## src/rtl/cpu_run_ctrl.sv

```systemverilog
// Run/step/halt sequencer for the 8-bit CPU datapath.
// Debounces the front-panel buttons and turns them into a one-clock Tick that
// advances the datapath cycle machine, plus a one-clock CpuClear pulse.
module cpu_run_ctrl #(
    parameter int unsigned PRESCALE  = 2048,
    parameter int unsigned DB_CYCLES = 12000
) (
    input  logic       CLK_12MHz,
    input  logic       Reset_n,
    input  logic       BtnRun_n,
    input  logic       BtnStep_n,
    input  logic       BtnClear_n,
    input  logic       CycleIsFetch,
    input  logic       Halted,
    output logic       Tick,
    output logic       CpuClear,
    output logic [1:0] State,
    output logic       Running
);

    typedef enum logic [1:0] {
        StIdle = 2'd0,
        StRun  = 2'd1,
        StStep = 2'd2,
        StHalt = 2'd3
    } state_e;

    localparam int unsigned PreW = (PRESCALE > 1) ? $clog2(PRESCALE) : 1;
    localparam int unsigned DbW  = $clog2(DB_CYCLES + 1);
    localparam logic [PreW-1:0] PreMax = PreW'(PRESCALE - 1);
    localparam logic [DbW-1:0]  DbMax  = DbW'(DB_CYCLES - 1);

    // Button index: 0 run, 1 step, 2 clear.
    localparam int unsigned BRun   = 0;
    localparam int unsigned BStep  = 1;
    localparam int unsigned BClear = 2;

    logic [2:0]     btn_raw;
    logic [2:0]     sync1_q, sync2_q;
    logic [2:0]     db_q, db_d;       // debounced level, 1 = released
    logic [DbW-1:0] db_cnt_q [3];
    logic [DbW-1:0] db_cnt_d [3];
    logic [2:0]     press;

    state_e          state_q, state_d;
    logic [PreW-1:0] pre_q, pre_d;
    logic [2:0]      tcnt_q, tcnt_d;
    logic            tick_q, tick_d;
    logic            clear_q, clear_d;
    logic            boundary;

    assign btn_raw = {BtnClear_n, BtnStep_n, BtnRun_n};

    // Two-flop synchronisers; reset to the released (high) level.
    always_ff @(posedge CLK_12MHz or negedge Reset_n) begin
        if (!Reset_n) begin
            sync1_q <= 3'b111;
            sync2_q <= 3'b111;
        end else begin
            sync1_q <= btn_raw;
            sync2_q <= sync1_q;
        end
    end

    // Debounce: accept a new level after DB_CYCLES consecutive differing samples.
    always_comb begin
        db_d  = db_q;
        press = 3'b000;
        for (int i = 0; i < 3; i++) begin
            db_cnt_d[i] = '0;
            if (sync2_q[i] != db_q[i]) begin
                if (db_cnt_q[i] == DbMax) begin
                    db_d[i]  = sync2_q[i];
                    press[i] = ~sync2_q[i];
                end else begin
                    db_cnt_d[i] = db_cnt_q[i] + DbW'(1);
                end
            end
        end
    end

    // Debounce state registers.
    always_ff @(posedge CLK_12MHz or negedge Reset_n) begin
        if (!Reset_n) begin
            db_q <= 3'b111;
            for (int i = 0; i < 3; i++) begin
                db_cnt_q[i] <= '0;
            end
        end else begin
            db_q <= db_d;
            for (int i = 0; i < 3; i++) begin
                db_cnt_q[i] <= db_cnt_d[i];
            end
        end
    end

    assign boundary = (pre_q == PreMax);

    // Next-state, prescaler, step counter and registered pulse outputs.
    always_comb begin
        state_d = state_q;
        pre_d   = boundary ? '0 : pre_q + PreW'(1);
        tcnt_d  = tcnt_q;
        tick_d  = 1'b0;
        clear_d = 1'b0;
        if (press[BClear]) begin
            clear_d = 1'b1;
            state_d = StIdle;
            pre_d   = '0;
            tcnt_d  = '0;
        end else begin
            unique case (state_q)
                StIdle: begin
                    if (press[BRun]) begin
                        state_d = StRun;
                    end else if (press[BStep]) begin
                        state_d = StStep;
                        tcnt_d  = '0;
                    end
                end
                StRun: begin
                    if (press[BRun]) begin
                        state_d = StIdle;
                    end else if (boundary) begin
                        if (Halted) begin
                            state_d = StHalt;
                        end else begin
                            tick_d = 1'b1;
                        end
                    end
                end
                StStep: begin
                    if (boundary) begin
                        if (Halted) begin
                            state_d = StHalt;
                        end else if (CycleIsFetch && (tcnt_q != 3'd0)) begin
                            // Back at FETCH after at least one advance: instruction done.
                            state_d = StIdle;
                        end else begin
                            tick_d = 1'b1;
                            tcnt_d = (tcnt_q == 3'd7) ? tcnt_q : tcnt_q + 3'd1;
                        end
                    end
                end
                StHalt: begin
                    state_d = StHalt;
                end
                default: begin
                    state_d = StIdle;
                end
            endcase
        end
    end

    // Sequencer state register.
    always_ff @(posedge CLK_12MHz or negedge Reset_n) begin
        if (!Reset_n) begin
            state_q <= StIdle;
            pre_q   <= '0;
            tcnt_q  <= '0;
            tick_q  <= 1'b0;
            clear_q <= 1'b0;
        end else begin
            state_q <= state_d;
            pre_q   <= pre_d;
            tcnt_q  <= tcnt_d;
            tick_q  <= tick_d;
            clear_q <= clear_d;
        end
    end

    assign Tick     = tick_q;
    assign CpuClear = clear_q;
    assign State    = state_q;
    assign Running  = (state_q == StRun);

endmodule

```

## config.mk

```make
export PLATFORM = sky130hd
export DESIGN_NAME = cpu_run_ctrl
export DESIGN_NICKNAME = d
export VERILOG_FILES = /design/src/rtl/cpu_run_ctrl.sv
export SDC_FILE = /design/constraint.sdc
export NUM_CORES = 1
export LEC_CHECK = 0
export BUFFER_PORTS_ARGS = -buffer_cell sky130_fd_sc_hd__buf_4
export CELL_PAD_IN_SITES_DETAIL_PLACEMENT = 1
export CELL_PAD_IN_SITES_GLOBAL_PLACEMENT = 2
export CORE_UTILIZATION = 28
export DETAILED_ROUTE_END_ITERATION = 7
export GPL_ROUTABILITY_DRIVEN = 0
export PLACE_DENSITY_LB_ADDON = 0.1
export SETUP_SLACK_MARGIN = 0.3
export SYNTH_ARGS = -nofsm -noshare
export SYNTH_HDL_FRONTEND = slang
export SYNTH_SLANG_ARGS = --single-unit
```

## constraint.sdc

```tcl
create_clock -name CLK_12MHz -period 3.41 [get_ports CLK_12MHz]
set_input_delay 0.682 -clock CLK_12MHz [delete_from_list [all_inputs] [get_ports CLK_12MHz]]
set_output_delay 0.682 -clock CLK_12MHz [all_outputs]
set_load 0.1 [all_outputs]
```

==> results.cfg <==
[place]
io_buffer_count = 11
dpl-instance-area_mm2 = 0.00357
pre_cts_slack_ps = 1140
hpwl_um = 4790

[critical_path]
cp-end-kind = register
r2r_slack_ps = 1130
cpMaxStageDelayCell = and3b_1
worstPathCellList = ha_1, nand4b_1, nor4_1, and3b_1, a211oi_1, and4bb_1, a22o_1
critical_path_depth = 7
critPathMaxStageDelay_ps = 440
r2r_end = State[0]
crit_family = simple AND/OR/NAND/NOR gates
crit_end = State[0]
worstSetupPathType = register to register
rr_worst_depth = 7
path_buf_inv = 0
timing.rr.start = db_cnt_q[0]
startpoint_type = register
path_max_fanout = 11
cp.required_ps = 3680
crit_arrival_ps = 2550
critical_path.startpoint = db_cnt_q[0]

[yosys]
synth_ff_type = dfrtp_1
syn_inst = 319
yosysTopAreaCell = dfrtp_1
avgSynthCellArea_um2 = 10.4
yosys.area.top_type_share_pct = 45.1
synth_edf_count = 0
ys_top_cells_by_count = dfrtp_1 (60), nor2_1 (56), xor2_1 (30), nand2_1 (27), nand3_1 (21)
seq_area_frac_synth_pct = 52.2
synth-seq-cells = 69
synthTopCellsByArea = dfrtp_1 (45%), xor2_1 (7.9%), dfstp_2 (7.1%), nor2_1 (6.3%), ha_1 (4.1%)
synthArstFlopShare_pct = 100
syn_area_mm2 = 0.00333
syn-num-nets = 337
synth_cell_type_count = 41
yosysMostFrequentCell = dfrtp_1
ys_warn_count = 0

[status]
violations = design-rule violations
outcome = finished with violations

[drt]
wl_um = 7160
via_per_inst = 4.72
drtAntennaViolNets = 0
drt-initial-drc-count = 64
drc = 2
firstDrtPassIters = 6
wl_per_cell_um = 14.8
vias = 2286

[finish]
synthToLayoutAreaGrowth_pct = 15.9
multi_input_area_mm2 = 0.00154
regArea_mm2 = 0.00174
layout.nets = 354
drive_above_1_share_pct = 12.3
antenna_cells = 0
fin_area_mm2 = 0.00386
final.fill_count = 1293

[global_routing]
grt_use_total_pct = 13.3
grt_max_degree = 70
grt-ovfl-total = 0
first_global_vias = 2460
antenna_found_initial = 0
grt_pass1_wl_um = 12900

[worst_hold_path]
hold_path_class = register to register

[clocking]
clk_pin_slew_ps = 50
cts_tree = yes
root_buffer = clkbuf_16
clk_path_buf_depth = 2
cts_setup_buffers = 0
clock_sinks = 69
numCtsBuffers = 9
htreeDepth = 3
cts_hold_buffers = 0
post_cts_resized = 0
clk_latency_ps = 330

[power_and_ir_drop]
power_density_mw_per_mm2 = 473
vdd_drop_max_mv = 0.151
finalPower_mw = 1.83
leakage_nw = 1.72

[die]
io_pins = 12
rows = 39
die_x_um = 111
die_h_um = 111
die-area_mm2 = 0.0123
start_util_pct = 28.9
design.core.area_mm2 = 0.0115

[sta]
slew-limit-headroom_pct = 38.2
skew_ps = 7.14
setup_slack_ps = 1130
worst_pin_slew_ps = 926
post-route-period-util_pct = 66.9
maxSlewViolCount = 0
rsz0062_at_grt = no
setup_tns_ps = 0
fmax_mhz = 438
setup_viol = 0
finalCriticalPeriod_ps = 2280
finalHoldViolations = 0

[flow_run]
drv_cap = 0
-- area by class of cell --
| class | count | share of cell area, % |
|---|---|---|
| sequential | 69 | 45.0 |
| multi-input combinational | 236 | 39.9 |
| clock buffer | 14 | 6.58 |
| tap | 143 | 4.63 |
| timing repair buffer | 11 | 2.14 |
| clock inverter | 2 | 0.907 |
| inverter | 9 | 0.875 |
-- through the flow --
step                instances  utilization [%]  hold slack [ps]
finish                    484             33.5              354
global route              484             33.5              363
CTS                       484             33.5              355
detailed placement        468             31.0              347
global placement          468             31.0              347
floorplan                 319                -              345
-- worst min path at each step --
stage | depth (start not counted) | end | slack [ps] | startpoint
3_5_place_dp | 0 | sync2_q[2] | 350 | sync1_q[2]
5_1_grt | 0 | sync2_q[2] | 360 | sync1_q[2]
2_1_floorplan | 0 | sync2_q[0] | 350 | sync1_q[0]
4_1_cts | 0 | sync2_q[2] | 350 | sync1_q[2]
3_3_place_gp | 0 | sync2_q[0] | 350 | sync1_q[0]
6_report | 0 | sync2_q[2] | 350 | sync1_q[2]
-- layout by cell type, fill, tap and decap left out, types with 2 or more instances in the layout --
| cell | netlist | final |
|---|---|---|
| o21ai_0 | 4 | 4 |
| nand2b_1 | 5 | 5 |
| nand2_1 | 27 | 27 |
| a21oi_1 | 3 | 3 |
| and3_1 | 11 | 11 |
| clkbuf_1 | 3 | 4 |
| dfstp_2 | 9 | 9 |
| nor3_1 | 2 | 2 |
| mux2i_1 | 3 | 3 |
| or4_4 | 2 | 2 |
| nand4_1 | 6 | 6 |
| buf_4 | 0 | 11 |
| nor2_1 | 56 | 56 |
| or3_1 | 3 | 3 |
| nand3b_1 | 4 | 4 |
| ha_1 | 11 | 11 |
| and4_1 | 4 | 4 |
| nand4b_1 | 3 | 3 |
| a211oi_1 | 2 | 2 |
| nand4bb_1 | 2 | 2 |
| xnor2_1 | 15 | 15 |
| a22o_1 | 3 | 3 |
| dfrtp_1 | 60 | 60 |
| clkbuf_16 | 0 | 9 |
| nor2b_1 | 3 | 3 |
| xor2_1 | 30 | 30 |
| inv_1 | 9 | 9 |
| mux2_2 | 3 | 3 |
| nand3_1 | 21 | 21 |
-- worst reg2reg max path: cells and delay by family (launching register included) --
| kind | cells | cell delay (ps) |
|---|---|---|
| and+or+nand+nor | 4 | 1280 |
| AOI/OAI and AO/OA | 2 | 280 |
| adders and majority gates | 1 | 280 |
| DFF | 1 | 400 |
-- flip-flops by register name, indices dropped and copies added, names as in the netlist --
| name | count |
|---|---|
| db_q | 3 |
| sync2_q | 3 |
| Tick | 1 |
| CpuClear | 1 |
| db_cnt_q | 42 |
| pre_q | 11 |
| State | 2 |
| tcnt_q | 3 |
| sync1_q | 3 |
-- cell families (layout without fill, tap and decap cells) --
kind of cell             count (synthesis)  count (layout)  synth area share (%)
AND/OR/NAND/NOR                        159             159                  25.2
flip-flops                              69              69                  52.2
adder cells (fa/ha/maj)                 11              11                  4.13
buffers and inverters                   14              36                  1.65
XOR/XNOR                                45              45                  11.8
multiplexers                             6               6                  1.92
AO/OA/AOI/OAI                           15              15                  3.08
-- where the power goes --
part / switching (mW) / internal (mW) / total, mW
Combinational: 0.0349 / 0.0147 / 0.0496
Sequential: 0.0122 / 0.835 / 0.847
Clock: 0.345 / 0.586 / 0.931
-- per-layer routing --
layer / track usage (%) / wire length (um) / vias to the layer above
li1: - / - / 1120
met1: 18.5 / 3830 / 1136
met2: 19.3 / 2980 / 18
met3: 2.90 / 197 / 12
met4: 7.03 / 162 / 0
met5: 0 / 0 / -
No activity file was read; power rests on OpenSTA's default activity.
